## config.mk

```make
export PLATFORM = sky130hd
export DESIGN_NAME = flit_serializer_3_flat
export DESIGN_NICKNAME = d
export VERILOG_FILES = /design/src/rtl/noc_flit_pkg.sv /design/src/rtl/flit_serializer_3_if.sv /design/src/rtl/credit_counter.sv /design/src/rtl/flit_serializer_3.sv /design/src/flat_wrapper.sv
export SDC_FILE = /design/constraint.sdc
export NUM_CORES = 1
export LEC_CHECK = 0
export CORE_MARGIN = 10
export CORE_UTILIZATION = 55
export DETAILED_ROUTE_END_ITERATION = 10
export DONT_BUFFER_PORTS = 1
export MAX_ROUTING_LAYER = met4
export PLACE_DENSITY_LB_ADDON = 0.1
export SLEW_MARGIN = 15
export SYNTH_ARGS = -nofsm -noshare
export SYNTH_HDL_FRONTEND = slang
export SYNTH_SLANG_ARGS = --single-unit
export TNS_END_PERCENT = 100
```

## constraint.sdc

```tcl
create_clock -name clk -period 2.85 [get_ports clk]
set_input_delay 0.57 -clock clk [delete_from_list [all_inputs] [get_ports clk]]
set_output_delay 0.57 -clock clk [all_outputs]
set_load 0.03 [all_outputs]
```

## src/rtl/noc_flit_pkg.sv

```systemverilog
`default_nettype none
// +------------------------------------------------------------------------+
// | Package  : noc_flit_pkg                                                |
// | Purpose  : Shared NoC flit definitions. Provides the flag bit offsets   |
// |            (counted down from the flit MSB), the serializer state       |
// |            type and the helper that finds the next valid flit in a      |
// |            packed 3-flit word.                                          |
// | Revision : 1.0 - initial release                                       |
// +------------------------------------------------------------------------+
package noc_flit_pkg;

   // Flag positions measured from the MSB of a flit: bit [F-1-offset].
   localparam int FLIT_VALID_BIT = 0;
   localparam int FLIT_HEAD_BIT  = 1;
   localparam int FLIT_TAIL_BIT  = 2;

   // SEND_n encodes the 1-based index of the flit being presented, so a
   // state value doubles as a flit index.
   typedef enum logic [1:0] {
      IDLE   = 2'd0,
      SEND_1 = 2'd1,
      SEND_2 = 2'd2,
      SEND_3 = 2'd3
   } state_t;

   // valid_word[0] is the valid bit of flit 1, [2] of flit 3.
   // Returns the first flit index strictly after cur whose valid bit is
   // set, or IDLE when there is none. cur == IDLE searches from flit 1.
   function automatic state_t next_valid_index(input logic [2:0] valid_word,
                                               input state_t     cur);
      state_t idx;
      idx = IDLE;
      if ((cur == IDLE) && valid_word[0]) begin
         idx = SEND_1;
      end else if (((cur == IDLE) || (cur == SEND_1)) && valid_word[1]) begin
         idx = SEND_2;
      end else if ((cur != SEND_3) && valid_word[2]) begin
         idx = SEND_3;
      end
      return idx;
   endfunction

endpackage
`default_nettype wire

```

## src/rtl/flit_serializer_3_if.sv

```systemverilog
`default_nettype none
// +------------------------------------------------------------------------+
// | Interface : flit_serializer_3_if                                       |
// | Purpose   : Word-input handshake, flit output link and credit return   |
// |             of the 3-flit serializer.                                  |
// | Signals   : data_in/valid_in/ready_out - packed word handshake         |
// |             flit_out/valid_out         - flit link to the router       |
// |             credit_in                  - one-slot credit return pulse  |
// |             credits                    - current credit count (debug)  |
// |             pkt_count/stall_count      - only with                     |
// |                                          FLIT_SERIALIZER_STATS_EN      |
// | Modports  : master (upstream + router side), slave (serializer)        |
// | Revision  : 1.0 - initial release                                      |
// +------------------------------------------------------------------------+
interface flit_serializer_3_if #(
   parameter int WIDTH_IN     = 36,
   parameter int BUFFER_DEPTH = 8
);
   localparam int FLIT_WIDTH   = WIDTH_IN / 3;
   localparam int CREDIT_WIDTH = $clog2(BUFFER_DEPTH + 1);

   logic [WIDTH_IN-1:0]     data_in;
   logic                    valid_in;
   logic                    ready_out;
   logic [FLIT_WIDTH-1:0]   flit_out;
   logic                    valid_out;
   logic                    credit_in;
   logic [CREDIT_WIDTH-1:0] credits;
`ifdef FLIT_SERIALIZER_STATS_EN
   logic [31:0]             pkt_count;
   logic [31:0]             stall_count;

   modport master (
      output data_in, valid_in, credit_in,
      input  ready_out, flit_out, valid_out, credits, pkt_count, stall_count
   );
   modport slave (
      input  data_in, valid_in, credit_in,
      output ready_out, flit_out, valid_out, credits, pkt_count, stall_count
   );
`else
   modport master (
      output data_in, valid_in, credit_in,
      input  ready_out, flit_out, valid_out, credits
   );
   modport slave (
      input  data_in, valid_in, credit_in,
      output ready_out, flit_out, valid_out, credits
   );
`endif
endinterface
`default_nettype wire

```

## src/rtl/credit_counter.sv

```systemverilog
`default_nettype none
// +------------------------------------------------------------------------+
// | Module   : credit_counter                                              |
// | Purpose  : Up/down saturating credit counter, loaded with DEPTH on     |
// |            reset. inc and dec together leave the count unchanged.      |
// | Ports    : clk, rst  - clock, synchronous active-high reset            |
// |            inc_i     - credit returned                                 |
// |            dec_i     - credit consumed                                 |
// |            count_o   - current count                                   |
// | Revision : 1.0 - initial release                                       |
// +------------------------------------------------------------------------+
module credit_counter #(
   parameter int DEPTH = 8,
   parameter int WIDTH = $clog2(DEPTH + 1)
) (
   input  logic             clk,
   input  logic             rst,
   input  logic             inc_i,
   input  logic             dec_i,
   output logic [WIDTH-1:0] count_o
);
   localparam logic [WIDTH-1:0] FULL = WIDTH'(DEPTH);

   logic [WIDTH-1:0] count_q;
   logic [WIDTH-1:0] count_d;

   always_comb begin
      count_d = count_q;
      if (inc_i && !dec_i && (count_q != FULL)) begin
         count_d = count_q + WIDTH'(1);
      end else if (dec_i && !inc_i && (count_q != '0)) begin
         count_d = count_q - WIDTH'(1);
      end
   end

   always_ff @(posedge clk) begin
      if (rst) begin
         count_q <= FULL;
      end else begin
         count_q <= count_d;
      end
   end

   // A return with no matching consumption while full means the router
   // handed back a slot it never had; the count saturates.
   always_ff @(posedge clk) begin
      if (!rst) begin
         assert (!(inc_i && !dec_i && (count_q == FULL)))
            else $error("credit_counter: credit returned while already full");
      end
   end

   assign count_o = count_q;

endmodule
`default_nettype wire

```

## src/rtl/flit_serializer_3.sv

```systemverilog
`default_nettype none
// +------------------------------------------------------------------------+
// | Module   : flit_serializer_3                                           |
// | Purpose  : Accepts one packed 3-flit word per handshake and emits its  |
// |            valid flits one per cycle onto a credit-controlled NoC      |
// |            injection link. Invalid flits are skipped and the packet    |
// |            ends at its tail flit; flit contents are never altered.     |
// | Ports    : clk, rst - clock, synchronous active-high reset             |
// |            bus      - flit_serializer_3_if.slave (word handshake,      |
// |                       flit link, credit return, credit count)          |
// | Options  : FLIT_SERIALIZER_STATS_EN adds pkt_count / stall_count       |
// | Revision : 1.0 - initial release                                       |
// +------------------------------------------------------------------------+
module flit_serializer_3
   import noc_flit_pkg::*;
#(
   parameter int WIDTH_IN         = 36,
   parameter int VC_ADDRESS_WIDTH = 1,
   parameter int BUFFER_DEPTH     = 8
) (
   input  logic               clk,
   input  logic               rst,
   flit_serializer_3_if.slave bus
);
   localparam int FLIT_WIDTH   = WIDTH_IN / 3;
   localparam int CREDIT_WIDTH = $clog2(BUFFER_DEPTH + 1);

   // The word must split evenly and each flit must hold its flags plus VC.
   generate
      if (((WIDTH_IN % 3) != 0) || (FLIT_HEAD_BIT >= FLIT_WIDTH) ||
          (FLIT_TAIL_BIT + 1 + VC_ADDRESS_WIDTH > FLIT_WIDTH)) begin : g_bad_params
         $error("flit_serializer_3: WIDTH_IN/VC_ADDRESS_WIDTH combination unsupported");
      end
   endgenerate

   // Bit k of the result is the valid bit of flit k+1 (flit 1 in the MSBs).
   function automatic logic [2:0] valid_mask(input logic [WIDTH_IN-1:0] w);
      logic [2:0] m;
      m[0] = w[3*FLIT_WIDTH-1-FLIT_VALID_BIT];
      m[1] = w[2*FLIT_WIDTH-1-FLIT_VALID_BIT];
      m[2] = w[1*FLIT_WIDTH-1-FLIT_VALID_BIT];
      return m;
   endfunction

   state_t                  state_q, state_d;
   logic [WIDTH_IN-1:0]     hold_q, hold_d;
   logic [FLIT_WIDTH-1:0]   w_cur_flit;
   logic [CREDIT_WIDTH-1:0] w_credits;
   state_t                  w_next_idx;
   state_t                  w_first_idx;
   logic                    w_cur_tail;
   logic                    w_cur_last;
   logic                    w_xfer;
   logic                    w_ready;
   logic                    w_accept;

   always_comb begin
      w_cur_flit = '0;
      case (state_q)
         SEND_1:  w_cur_flit = hold_q[3*FLIT_WIDTH-1 -: FLIT_WIDTH];
         SEND_2:  w_cur_flit = hold_q[2*FLIT_WIDTH-1 -: FLIT_WIDTH];
         SEND_3:  w_cur_flit = hold_q[1*FLIT_WIDTH-1 -: FLIT_WIDTH];
         default: w_cur_flit = '0;
      endcase
   end

   assign w_next_idx  = next_valid_index(valid_mask(hold_q), state_q);
   assign w_first_idx = next_valid_index(valid_mask(bus.data_in), IDLE);
   assign w_cur_tail  = w_cur_flit[FLIT_WIDTH-1-FLIT_TAIL_BIT];
   // Anything after a tail flit is ignored, so a tail is always last.
   assign w_cur_last  = w_cur_tail || (w_next_idx == IDLE);

   // rst gating keeps the reset cycle silent even though state_q still
   // holds the interrupted packet until the edge.
   assign w_xfer   = !rst && (state_q != IDLE) && (w_credits != '0);
   // Accepting on the last transfer lets packets run back-to-back.
   assign w_ready  = !rst && ((state_q == IDLE) || (w_xfer && w_cur_last));
   assign w_accept = bus.valid_in && w_ready;

   always_comb begin
      state_d = state_q;
      hold_d  = hold_q;
      if (w_xfer) begin
         state_d = w_cur_last ? IDLE : w_next_idx;
      end
      // A word with no valid flit yields IDLE here and is simply dropped.
      if (w_accept) begin
         hold_d  = bus.data_in;
         state_d = w_first_idx;
      end
   end

   always_ff @(posedge clk) begin
      if (rst) begin
         state_q <= IDLE;
         hold_q  <= '0;
      end else begin
         state_q <= state_d;
         hold_q  <= hold_d;
      end
   end

   credit_counter #(
      .DEPTH (BUFFER_DEPTH),
      .WIDTH (CREDIT_WIDTH)
   ) u_credit_counter (
      .clk     (clk),
      .rst     (rst),
      .inc_i   (bus.credit_in),
      .dec_i   (w_xfer),
      .count_o (w_credits)
   );

   assign bus.flit_out  = w_cur_flit;
   assign bus.valid_out = w_xfer;
   assign bus.ready_out = w_ready;
   assign bus.credits   = w_credits;

`ifdef FLIT_SERIALIZER_STATS_EN
   logic [31:0] pkt_count_q;
   logic [31:0] stall_count_q;

   always_ff @(posedge clk) begin
      if (rst) begin
         pkt_count_q   <= '0;
         stall_count_q <= '0;
      end else begin
         if (w_xfer && w_cur_tail) begin
            pkt_count_q <= pkt_count_q + 32'd1;
         end
         if ((state_q != IDLE) && (w_credits == '0)) begin
            stall_count_q <= stall_count_q + 32'd1;
         end
      end
   end

   assign bus.pkt_count   = pkt_count_q;
   assign bus.stall_count = stall_count_q;
`endif

endmodule
`default_nettype wire

```

## src/flat_wrapper.sv

```systemverilog
// flat-port wrapper written by rule: the top's interface ports become plain ports
module flit_serializer_3_flat import noc_flit_pkg::*;
#(
   parameter int WIDTH_IN         = 36,
   parameter int VC_ADDRESS_WIDTH = 1,
   parameter int BUFFER_DEPTH     = 8
)
  (clk, rst, bus_data_in, bus_valid_in, bus_credit_in, bus_ready_out, bus_flit_out, bus_valid_out, bus_credits);
  flit_serializer_3_if #(.WIDTH_IN(WIDTH_IN), .BUFFER_DEPTH(BUFFER_DEPTH)) bus_i ();
  input  logic clk;
  input  logic rst;
  input wire logic [$bits(bus_i.data_in)-1:0] bus_data_in;
  input wire logic [$bits(bus_i.valid_in)-1:0] bus_valid_in;
  input wire logic [$bits(bus_i.credit_in)-1:0] bus_credit_in;
  output wire logic [$bits(bus_i.ready_out)-1:0] bus_ready_out;
  output wire logic [$bits(bus_i.flit_out)-1:0] bus_flit_out;
  output wire logic [$bits(bus_i.valid_out)-1:0] bus_valid_out;
  output wire logic [$bits(bus_i.credits)-1:0] bus_credits;
  assign bus_i.data_in = bus_data_in;
  assign bus_i.valid_in = bus_valid_in;
  assign bus_i.credit_in = bus_credit_in;
  assign bus_ready_out = bus_i.ready_out;
  assign bus_flit_out = bus_i.flit_out;
  assign bus_valid_out = bus_i.valid_out;
  assign bus_credits = bus_i.credits;
  flit_serializer_3 #(.WIDTH_IN(WIDTH_IN), .VC_ADDRESS_WIDTH(VC_ADDRESS_WIDTH), .BUFFER_DEPTH(BUFFER_DEPTH)) u_core (.clk(clk), .rst(rst), .bus(bus_i));
endmodule
```

### Word level (Yosys, flattened, before mapping)

Cells that the tools add are included.

* word-level logic and storage cells: 46
* output and inout port bits: 18
* bits of input ports: 40
* bits in registers: 42

* equal/unequal tests: 5
* add/sub/neg operators: 2
* reductions and logical operators: 24
* multiplexer cells: 12

Operator list (count)
* 12-bit case mux with 3 select lines: 1
* 2-bit two-way mux: 9
* 1-bit logical AND: 12
* 4-bit two-way mux: 2
* 2-bit nonzero test: 3
* 4-bit by 1-bit adder with 4-bit output, second input constant: 1
* 2-bit == test, second input constant: 2
* 2-bit zero test: 2
* 4-bit inequality test, second input constant: 1
* 4-bit nonzero test: 1
* 4-bit by 1-bit subtractor with 4-bit output, second input constant: 1
* 1-bit zero test: 3
* 1-bit logical OR: 3
* 2-bit by 1-bit == test with 1-bit output, second input constant: 1
* 2-bit inequality test, second input constant: 1

### Longest topological paths before layout

Gate-level depths: netlist (run 1).

* depth in word-level cells: 12
* depth in mapped cells: 9
* depth with buffers taken out: 8

### By module

A second synthesis (run 1) with hierarchy kept.

* cell total of the unflattened synthesis: 223
* area, all modules: 2058.2 um^2

Modules (own cells, without submodules)
* flit_serializer_3: seq. area each 760.7 um^2, cells an instance 194, area each 1783.0 um^2, times used 1
* credit_counter: seq. area each 80.1 um^2, cells an instance 29, area each 275.3 um^2, times used 1

### Least setup slack after synthesis (run 1)

OpenSTA, ideal clock, no wires.

* kind: register to register
* start point: register u_core.u_credit_counter.count_q[3] (netlist: u_core.u_credit_counter.count_o[3])
* end point: register u_core.u_credit_counter.count_q[3] (netlist: u_core.u_credit_counter.count_o[3])
* arrival time: 2.466 ns
* setup slack: 0.259 ns
* clock period less this slack: 2.591 ns
* library setup time: 0.124 ns
* stages on the path, launching flop included: 9
* required time: 2.726 ns
* path buffers: 0
* path through: dfxtp_1 -> or4b_2 -> o311ai_0 -> ha_1 -> a21o_1 -> a21o_1 -> nor3_1 -> nand3b_1 -> nand3_1

* longest elaborated chain between the ends: 6
* elaborated cells between the ends (all ways): 13
* those cells by class: 2 x add/sub; 1 x eq/ne; 2 x mux; 8 x reduce/logical

Ends and longest elaborated chain
* start, declared: RTL line credit_counter.sv:24 `logic [WIDTH-1:0] count_q;`
* start signal, assigned: RTL line credit_counter.sv:40 `count_q <= count_d;`
* parallel branches: the longest is 6 deep, another holds 4-bit by 1-bit subtractor with 4-bit output

Several ways; the timed one is not identified. The select of a mux whose other input is x is not followed.
A chain may end at the register's enable or synchronous reset.

### Worst setup path in the final report (run 1)

* start point: register u_core.u_credit_counter.count_q[0] (netlist: u_core.u_credit_counter.count_o[0])
* end point: register u_core.u_credit_counter.count_q[3] (netlist: u_core.u_credit_counter.count_o[3])

Same word-level chain as after synthesis.

==> flow_summary_export.csv, run 1 <==
group,metric,value,unit
run_status,outcome,"finished, final reports clean",
global_routing,grt_pass1_wl,8050,um
timing,clock-skew-final,0.00978,ns
pwr,internal_power,1.74,mW
routing,drcViolationCount,0,
timing,slew_viol_final,0,
place,routabilityCongestion,0.846,
clock_tree,cts_buffer_depth,2,
clock_tree,cts_buffers,5,
place,dp_hpwl,3550,um
timing,setup_viol,0,
setup_path,required,3.03,ns
setup_path,critPathCaptureType,"flip-flop",
place,portBuffers,0,
clock_tree,clockRootBuffer,"clkbuf_8",
setup_path,endpoint,"u_core.u_credit_counter.count_o[3]$_SDFFE_PP1P_",
timing,slew_headroom,56.3,%
setup_path,cp-startpoint,"u_core.u_credit_counter.count_o[0]$_SDFFE_PP0P_",
pwr,p_sw,1.07,mW
setup_path,critPathKind,"reg -> reg",
synthesis,ys_async_sr_fraction,0,%
layout,syn_to_final_growth,8.88,%
layout,fillCellCount,338,
setup_path,rr_startpoint,"u_core.u_credit_counter.count_o[0]$_SDFFE_PP0P_",
global_routing,grt.total_usage,14.3,%
routing,detail_route.iter0.violations,43,
clock_tree,cts.sinks,42,
clock_tree,clock_latency,0.30,ns
timing,layout_min_cycle_time,2.61,ns
timing,fmax,383,MHz
setup_path,ff2ff_setup_slack,0.24,ns
synthesis,avgSynthCellArea,10.9,um^2
synthesis,synth_nets,248,
clock_tree,htree_levels,2,
routing,firstDrtPassIters,5,
job,drv_cap,0,
synthesis,synth_commonest_cells,"42 x dfxtp_1, 37 x nor2b_1, 28 x mux2_2",
pwr,clock_power_share,16.9,%
synthesis,synthCells,205,
timing,tns,0,ns
global_routing,grt_remaining_overflow,0,
synthesis,synth_warnings,0,
floorplan,core,3970,um^2
layout,final_cells,262,
floorplan,die_area,6990,um^2
timing,rsz0062_at_grt,"no",
floorplan,row_count,23,
synthesis,synthTopCellsByArea,"dfxtp_1 38%, mux2_2 14%, nor2b_1 10%, mux2_4 5.4%, mux2_1 5.1%",
synthesis,ys_seq_elements,42,
setup_path,startpoint_type,"flip-flop",
synthesis,yosysTopAreaCell,"dfxtp_1",
pwr,seqPwrFrac,33.7,%
synthesis,syn-cell-area,2230,um^2
synthesis,synthDistinctLibCells,42,
routing,wl,5010,um
floorplan,fp.dieW,83.6,um
timing,finalHoldViolCount,0,
synthesis,synth_ff_type,"dfxtp_1",
floorplan,pin_count,58,
setup_path,reg2reg_depth,8,
layout,antenna_cells,0,
clock_tree,path_clk_slew,0.08,ns
pwr,swShare,38.0,%
place,dp.cells,254,
global_routing,antenna_found_initial,0,
floorplan,die_y,83.6,um
pwr,power_density,1160,nW/um^2
setup_path,cp.arrival,2.79,ns
worst_hold_path,hp-class,"in -> reg",
routing,via_count,1572,
routing,ant_nets,0,
pwr,vdd_ir_drop_max,519,uV
timing,period_share,91.6,%
floorplan,start_util,56.1,%
clock_tree,cts_setup_buffers,0,
synthesis,yosysSeqAreaShare,37.8,%
pwr,comb_power_share,49.3,%
synthesis,synth_top_cell_area_share,37.8,%
layout,drive_gt1_share,29.7,%
global_routing,grt_max_degree,51,
timing,tightest_slew,0.645,ns
setup_path,critPathMaxFanout,6,
routing,wl_per_cell,19.1,um
layout,nets,254,
global_routing,first_global_vias,1627,
setup_path,timing.rr.end,"u_core.u_credit_counter.count_o[3]$_SDFFE_PP1P_",
worst_hold_path,min-delay-start,"rst",
routing,via_per_inst,6.00,
pwr,leakagePower,1.03,nW
synthesis,yosys.cell_count.top_type,"dfxtp_1",
clock_tree,cts_tree,"built",
synthesis,synth_enable_flop_cells,0,
-- through the flow --
stage | instance area [um^2] | hold slack [ns] | power, mW | utilization (%) | setup slack [ns]
final | 2420 | 0.348 | 2.81 | 61.1 | 0.240
after global routing | 2420 | 0.325 | 2.99 | 61.1 | 0.134
after CTS | 2420 | 0.334 | 2.83 | 61.1 | 0.198
after detailed placement | 2310 | 0.523 | 2.34 | 58.2 | 0.208
after global placement | 2310 | 0.496 | 2.28 | 58.2 | 0.378
after floorplan | 2230 | 0.478 | 2.08 | - | 0.259
-- cells by family (layout without fill, tap and decap cells) --
| kind of cell | Yosys count | count (layout) | share of synthesized area, % |
|---|---|---|---|
| AND/OR/NAND/NOR | 61 | 61 | 16.6 |
| multiplexers | 50 | 50 | 27.0 |
| flip-flops | 42 | 42 | 37.8 |
| AO/OA/AOI/OAI | 32 | 32 | 11.7 |
| buffers and inverters | 15 | 22 | 4.10 |
| adder cells (fa/ha/maj) | 3 | 3 | 2.02 |
| XOR/XNOR | 2 | 2 | 0.787 |
-- placed cells by master, fill, tap and decap left out, types with 2 or more instances in the layout --
master    netlist  final
nor2b_1        37     37
o31ai_1         2      2
a21oi_1         4      4
a22o_1         10     10
ha_1            2      2
dfxtp_1        42     42
xor2_1          2      2
nor2_1         10     10
mux2i_1         3      3
mux2_2         28     28
clkbuf_8        0      5
o21bai_1        2      2
nand2_1         2      2
nand3_1         2      2
nor3_1          3      3
mux2_1         10     10
o21ai_0         2      2
mux2_4          8      8
buf_4           1     12
a21o_1          3      3
nor4b_1         2      2
-- how the worst min path moves through the flow --
stage          cells after the start  slack [ns]                                               to
2_1_floorplan                      2        0.48                   u_core.hold_q[23]$_SDFFE_PP0P_
3_3_place_gp                       2        0.50                   u_core.hold_q[23]$_SDFFE_PP0P_
3_5_place_dp                       2        0.52                   u_core.hold_q[23]$_SDFFE_PP0P_
4_1_cts                            1        0.33  u_core.u_credit_counter.count_o[2]$_SDFFE_PP0P_
5_1_grt                            1        0.33  u_core.u_credit_counter.count_o[0]$_SDFFE_PP0P_
6_report                           1        0.35  u_core.u_credit_counter.count_o[2]$_SDFFE_PP0P_
-- state kept, by name, indices dropped and copies added, names as in the netlist --
signal	count
u_core.u_credit_counter.count_o	4
u_core.hold_q	36
u_core.state_q	2
-- layer usage --
| metal | GRT usage (%) | wire length [um] |
|---|---|---|
| met5 | - | 0 |
| met4 | 5.18 | 78 |
| met3 | 5.08 | 343 |
| met2 | 23.8 | 2440 |
| met1 | 15.5 | 2150 |
-- critical path, stage by stage (launching register included) --
cell and delay (ns):
dfxtp_1 0.41, or4b_2 0.71, o311ai_1 0.22, ha_1 0.36, a21o_1 0.19, a21o_1 0.20
nor3_1 0.19, nand3b_1 0.14, nand3_1 0.08
-- cell type report --
type / count / area (um^2) / area share, %
tap: 50 / 62.6 / 2.58
timing repair buffer: 13 / 110 / 4.54
sequential: 42 / 841 / 34.7
clock inverter: 3 / 43.8 / 1.81
clock buffer: 5 / 68.8 / 2.84
multi-input combinational: 148 / 1290 / 53.4
inverter: 1 / 3.75 / 0.155
-- power by group through the flow --
stage / combinational (mW) / sequential, mW / clock (mW)
final: 1.39 / 0.948 / 0.476
after CTS: 1.39 / 0.948 / 0.491
after global placement: 1.33 / 0.944 / 0
after global routing: 1.49 / 0.977 / 0.523
after detailed placement: 1.38 / 0.960 / 0
after floorplan: 1.09 / 0.985 / 0
-- timing repair --
action,4_1_cts,5_1_grt
hold buffers,0,0
endpoints found under the setup margin,0,1
resized for setup,0,1
No activity file was read; power rests on OpenSTA's default activity.
==> run 2, diff against run 1 <==
- MAX_ROUTING_LAYER: met4 -> unset
==> run 2 against run 1 <==
Effect of this change: final cell count unchanged; combinational power about the same; core utilization unchanged; sequential power about the same; non-clock buffer count unchanged; fmax up 0.28%; first-iteration DRC count up 12%; via count down 0.19%; clock power about the same; clock skew down 0.0019 ns; worst hold slack worse by 0.0029 ns.
==> flow_summary_export.csv, run 2 (synthesis gave the netlist of run 1 again) <==
group,metric,value,unit
run_status,outcome,"finished, final reports clean",
floorplan,pin_count,58,
setup_path,startpoint_type,"flip-flop",
timing,clock-skew-final,0.00786,ns
place,portBuffers,0,
clock_tree,holdBufCountCts,0,
layout,final_area,2420,um^2
timing,period_share,91.3,%
layout,syn_to_final_growth,8.88,%
place,routabilityCongestion,0.833,
setup_path,cp.arrival,2.03,ns
floorplan,row_count,23,
layout,most-common-layout-cells,"42 x dfxtp_1, 37 x nor2b_1, 28 x mux2_2, 12 x buf_4",
layout,regMostFlops,"u_core.hold_q",
layout,antenna_cells,0,
timing,slew_viol_final,0,
global_routing,first_global_vias,1617,
routing,wl,5020,um
clock_tree,cts.sinks,42,
floorplan,start_util,56.1,%
layout,largest_register_ffs,36,
clock_tree,cts_buffers,5,
job,drv_cap,0,
timing,tightest_slew,0.658,ns
global_routing,grt_pass1_wl,8090,um
clock_tree,htree_levels,2,
timing,rsz0062_at_grt,"no",
setup_path,required,2.28,ns
global_routing,grt.total_usage,13.9,%
global_routing,grt_max_degree,51,
routing,ant_nets,0,
place,dp_hpwl,3550,um
clock_tree,clockRootBuffer,"clkbuf_8",
clock_tree,cts_buffer_depth,2,
floorplan,core,3970,um^2
timing,tns,0,ns
floorplan,die_y,83.6,um
pwr,vdd_ir_drop_max,521,uV
layout,drive_gt1_share,29.7,%
timing,setup_viol,0,
clock_tree,path_clk_slew,0.08,ns
setup_path,critPathKind,"reg -> out",
pwr,power_density,1160,nW/um^2
place,place_area,2310,um^2
global_routing,antenna_found_initial,0,
pwr,leakagePower,1.03,nW
timing,slew_headroom,55.5,%
layout,nets,254,
timing,finalHoldViolCount,0,
routing,via_per_inst,5.99,
layout,final_cells,262,
clock_tree,cts_tree,"built",
routing,via_count,1569,
routing,wl_per_cell,19.2,um
floorplan,die_area,6990,um^2
place,dp.cells,254,
global_routing,grt_remaining_overflow,0,
floorplan,fp.dieW,83.6,um
setup_path,critPathMaxFanout,21,
setup_path,critPathCaptureType,"primary output",
clock_tree,clock_latency,0.30,ns
routing,firstDrtPassIters,5,
routing,drcViolationCount,0,
layout,layout_commonest_cell,"dfxtp_1",
routing,detail_route.iter0.violations,48,
timing,layout_min_cycle_time,2.60,ns
layout,fillCellCount,338,
timing,fmax,384,MHz
worst_hold_path,hp-class,"in -> reg",
## run 2: cell counts in the layout (fill, tap and decap cells not counted)
No cell type changed its count.
## run 2: path summary, 6_finish.rpt
check	slack [ns]	depth (start not counted)	to	start
max reg2reg	0.26	8	u_core.u_credit_counter.count_o[3]$_SDFFE_PP1P_	u_core.u_credit_counter.count_o[0]$_SDFFE_PP0P_
max	0.25	7	bus_ready_out	u_core.state_q[1]$_SDFFE_PP0P_
min	0.34	1	u_core.u_credit_counter.count_o[2]$_SDFFE_PP0P_	rst
min reg2reg	0.53	2	u_core.hold_q[23]$_SDFFE_PP0P_	u_core.hold_q[23]$_SDFFE_PP0P_
## run 2: area by class of cell
type / instances / area, um^2 / share of cell area [%]
multi-input cells: 148 / 1290 / 53.4
repair buffers: 13 / 110 / 4.54
well taps: 50 / 62.6 / 2.58
clock buffers: 5 / 68.8 / 2.84
clock inverters: 3 / 43.8 / 1.81
inverters: 1 / 3.75 / 0.155
flip-flops and latches: 42 / 841 / 34.7
## run 2: repair_timing
item	CTS	global route
endpoints found under the setup margin	0	1
buffers inserted	0	0
resized for setup	0	1
## run 2: report_power, final
part / internal [mW] / leakage, nW / switching [mW] / total [mW]
clock network: 0.263 / 0.0585 / 0.215 / 0.477
registers: 0.804 / 0.349 / 0.145 / 0.949
logic: 0.676 / 0.621 / 0.712 / 1.39
total: 1.74 / 1.03 / 1.07 / 2.81
## run 2: routing by layer
metal  part of all wire [%]  GRT usage [%]  wire (um)  vias to the layer above
met4                    1.7           5.18         85                        0
met5                      0              0          0                        -
met3                    8.4           6.25        423                       16
met1                     42           14.6       2090                      753
li1                       -              -          -                      741
met2                     48           23.9       2420                       59
## run 2: metrics by stage
stage / hold WS, ns / total power, mW / util, % / worst slack [ns]
5_1_grt: 0.326 / 2.99 / 61.1 / 0.134
2_1_floorplan: 0.478 / 2.08 / - / 0.259
3_3_place_gp: 0.496 / 2.28 / 58.2 / 0.378
3_5_place_dp: 0.523 / 2.34 / 58.2 / 0.208
4_1_cts: 0.334 / 2.83 / 61.1 / 0.198
6_report: 0.345 / 2.81 / 61.1 / 0.247
## run 2: critical path, cell delays in order (launching register included)
cell,delay (ns)
dfxtp_1,0.33
buf_4,0.27
mux2_4,0.34
mux2i_4,0.18
a21bo_1,0.27
nand2_1,0.08
o31ai_1,0.07
buf_4,0.18
==> run 3, diff against run 2 <==
- ABC_AREA: unset -> 1
- PLACE_DENSITY_LB_ADDON: 0.1 -> 0.15
==> run 3 against run 2 <==
Effect of this change: clock skew shrank 0.0020 ns; die area grew 2.4%; sequential power is 14% lower; fmax grew 5.3%; sequential share of layout area increased by 0.79 points; critical path type unchanged; final cell count up 53%.
==> flow_summary_export.csv, run 3 <==
group,metric,value,unit
setup_path,path_cells,"buf_4 > inv_2 > nor2_1 > nand2_1 > nand3_1",
layout,largest_register_ffs,36,
global_routing,grt_remaining_overflow,0,
setup_path,critPathKind,"reg -> out",
layout,drive_gt1_share,3.99,%
layout,antenna_cells,0,
setup_path,slowest_delay,0.55,ns
layout,layout_commonest_cell,"nand2_1",
floorplan,die_y,84.6,um
floorplan,start_util,57.0,%
synthesis,ys_async_sr_fraction,0,%
floorplan,die_area,7160,um^2
pwr,power_density,777,nW/um^2
timing,tightest_slew,0.704,ns
synthesis,avgSynthCellArea,6.28,um^2
place,routabilityCongestion,0.822,
routing,via_per_inst,5.37,
worst_hold_path,whs_path_depth,1,
timing,fmax,405,MHz
setup_path,ff2ff_setup_slack,0.62,ns
setup_path,startpoint_type,"flip-flop",
pwr,leakagePower,1.18,nW
clock_tree,clockRootBuffer,"clkbuf_8",
pwr,vdd_ir_drop_max,363,uV
setup_path,critPathCaptureType,"primary output",
setup_path,cp_slowest_cell,"nor2_1",
clock_tree,cts_buffers,5,
timing,clock-skew-final,0.00589,ns
setup_path,rr_startpoint,"u_core.state_q[0]$_SDFFE_PP0P_",
timing,period_share,86.7,%
routing,firstDrtPassIters,4,
clock_tree,htree_levels,2,
clock_tree,cts_resized,0,
timing,finalHoldViolCount,0,
timing,slew_viol_final,0,
layout,nets,393,
clock_tree,cts.sinks,42,
synthesis,synth_top_cell_area_share,36.6,%
setup_path,timing.rr.end,"u_core.u_credit_counter.count_o[3]$_SDFFE_PP1P_",
routing,wl,5570,um
place,dp_hpwl,3900,um
setup_path,cp.arrival,1.90,ns
timing,hold_ws,0.328,ns
synthesis,synthDistinctLibCells,22,
global_routing,first_global_vias,1877,
clock_tree,clock_latency,0.30,ns
timing,rsz0062_at_grt,"no",
timing,setup_viol,0,
layout,syn_to_final_growth,3.21,%
setup_path,reg2reg_depth,11,
global_routing,antenna_found_initial,0,
routing,drcViolationCount,0,
synthesis,synth_enable_flop_cells,0,
layout,fillCellCount,406,
synthesis,synthCells,366,
synthesis,synthTopCellsByArea,"dfxtp_1 37%, nand3_1 15%, nand2_1 13%, a21oi_1 9.8%, nor2_1 7.8%",
place,portBuffers,0,
synthesis,synth_ff_type,"dfxtp_1",
synthesis,ys_seq_elements,42,
synthesis,synth_commonest_cells,"80 x nand2_1, 67 x nand3_1, 48 x nor2_1",
synthesis,yosysTopAreaCell,"dfxtp_1",
floorplan,core,4030,um^2
routing,detail_route.iter0.violations,102,
floorplan,fp.dieW,84.6,um
setup_path,required,2.28,ns
synthesis,synth_nets,409,
worst_hold_path,min_to,"u_core.u_credit_counter.count_o[1]$_SDFFE_PP0P_",
setup_path,critical-path-top-delay-family,"simple AND/OR/NAND/NOR gates",
routing,via_count,2155,
clock_tree,cts_setup_buffers,0,
setup_path,critPathMaxFanout,15,
layout,most-common-layout-cells,"79 x nand2_1, 67 x nand3_1, 48 x nor2_1, 45 x a21oi_1, 44 x inv_1",
global_routing,grt.total_usage,14.9,%
job,drv_cap,0,
timing,tns,0,ns
routing,wl_per_cell,13.9,um
floorplan,row_count,23,
run_status,outcome,"finished, final reports clean",
synthesis,yosys.cell_count.top_type,"nand2_1",
global_routing,grt_pass1_wl,9040,um
clock_tree,cts_buffer_depth,2,
synthesis,syn-cell-area,2300,um^2
layout,regMostFlops,"u_core.hold_q",
timing,layout_min_cycle_time,2.47,ns
worst_hold_path,hp-class,"in -> reg",
setup_path,crit_buf_inv,2,
synthesis,yosysSeqAreaShare,36.6,%
routing,ant_nets,0,
floorplan,pin_count,58,
timing,slew_headroom,52.9,%
clock_tree,holdBufCountCts,0,
worst_hold_path,min-delay-start,"rst",
global_routing,grt_max_degree,76,
synthesis,synth_warnings,0,
clock_tree,cts_tree,"built",
clock_tree,path_clk_slew,0.08,ns
run 3: kinds of logic (layout without fill, tap and decap cells):
kind of cell	after synthesis	in the layout	share of synthesized area (%)
flops	42	42	36.6
compound gates	50	50	11.2
fa+ha+maj	3	3	1.96
xor+xnor	1	1	0.381
simple gates	199	199	36.6
buf+inv	71	56	13.3
run 3: routing by layer:
metal / up-vias / GRT usage (%) / routed length, um
met2: 67 / 22.3 / 2520
met1: 958 / 19.3 / 2510
met4: 0 / 4.94 / 63
li1: 1123 / - / -
met5: - / 0 / 0
met3: 7 / 5.41 / 481
run 3: how the worst max path moves through the flow:
stage	cells past startpoint	from	end
floorplan	11	rst	u_core.u_credit_counter.count_o[3]$_SDFFE_PP1P_
global placement	11	u_core.state_q[0]$_SDFFE_PP0P_	u_core.u_credit_counter.count_o[3]$_SDFFE_PP1P_
CTS	5	u_core.state_q[1]$_SDFFE_PP0P_	bus_flit_out[2]
detailed placement	11	u_core.state_q[0]$_SDFFE_PP0P_	u_core.u_credit_counter.count_o[3]$_SDFFE_PP1P_
finish	5	u_core.state_q[1]$_SDFFE_PP0P_	bus_flit_out[2]
global route	5	u_core.state_q[1]$_SDFFE_PP0P_	bus_flit_out[2]
run 3: worst register-to-register path: stages (launching register included):
cell	delay, ns
dfxtp_1	0.65
nor2_1	0.21
nor2_1	0.12
nand2_1	0.10
nand3_1	0.19
ha_1	0.31
a21oi_1	0.18
nand2_1	0.08
nand4_1	0.11
nand2_1	0.06
nand2_1	0.06
nand3_1	0.05
run 3: stage by stage:
stage	std cells	power [mW]	util (%)	worst slack [ns]	area, um^2
6_report	401	1.84	58.9	0.379	2370
5_1_grt	401	1.97	58.9	0.187	2370
4_1_cts	401	1.85	58.9	0.391	2370
3_5_place_dp	393	1.38	56.1	0.672	2260
3_3_place_gp	393	1.37	56.1	0.747	2260
2_1_floorplan	366	1.32	-	0.792	2300
run 3: where the power goes:
group          internal [mW]  switching [mW]  total, mW
sequential             0.686           0.131      0.818
clock                  0.261           0.208      0.469
combinational          0.199           0.356      0.555
run 3: final cells by class:
cell class              count  area (um^2)  share of cell area (%)
clock buffers               6         72.6                    3.06
clock inverters             2         37.5                    1.58
inverters                  45          169                    7.12
multi-input cells         253         1150                    48.7
flip-flops and latches     42          841                    35.5
well taps                  50         62.6                    2.64
repair buffers              3         35.0                    1.48
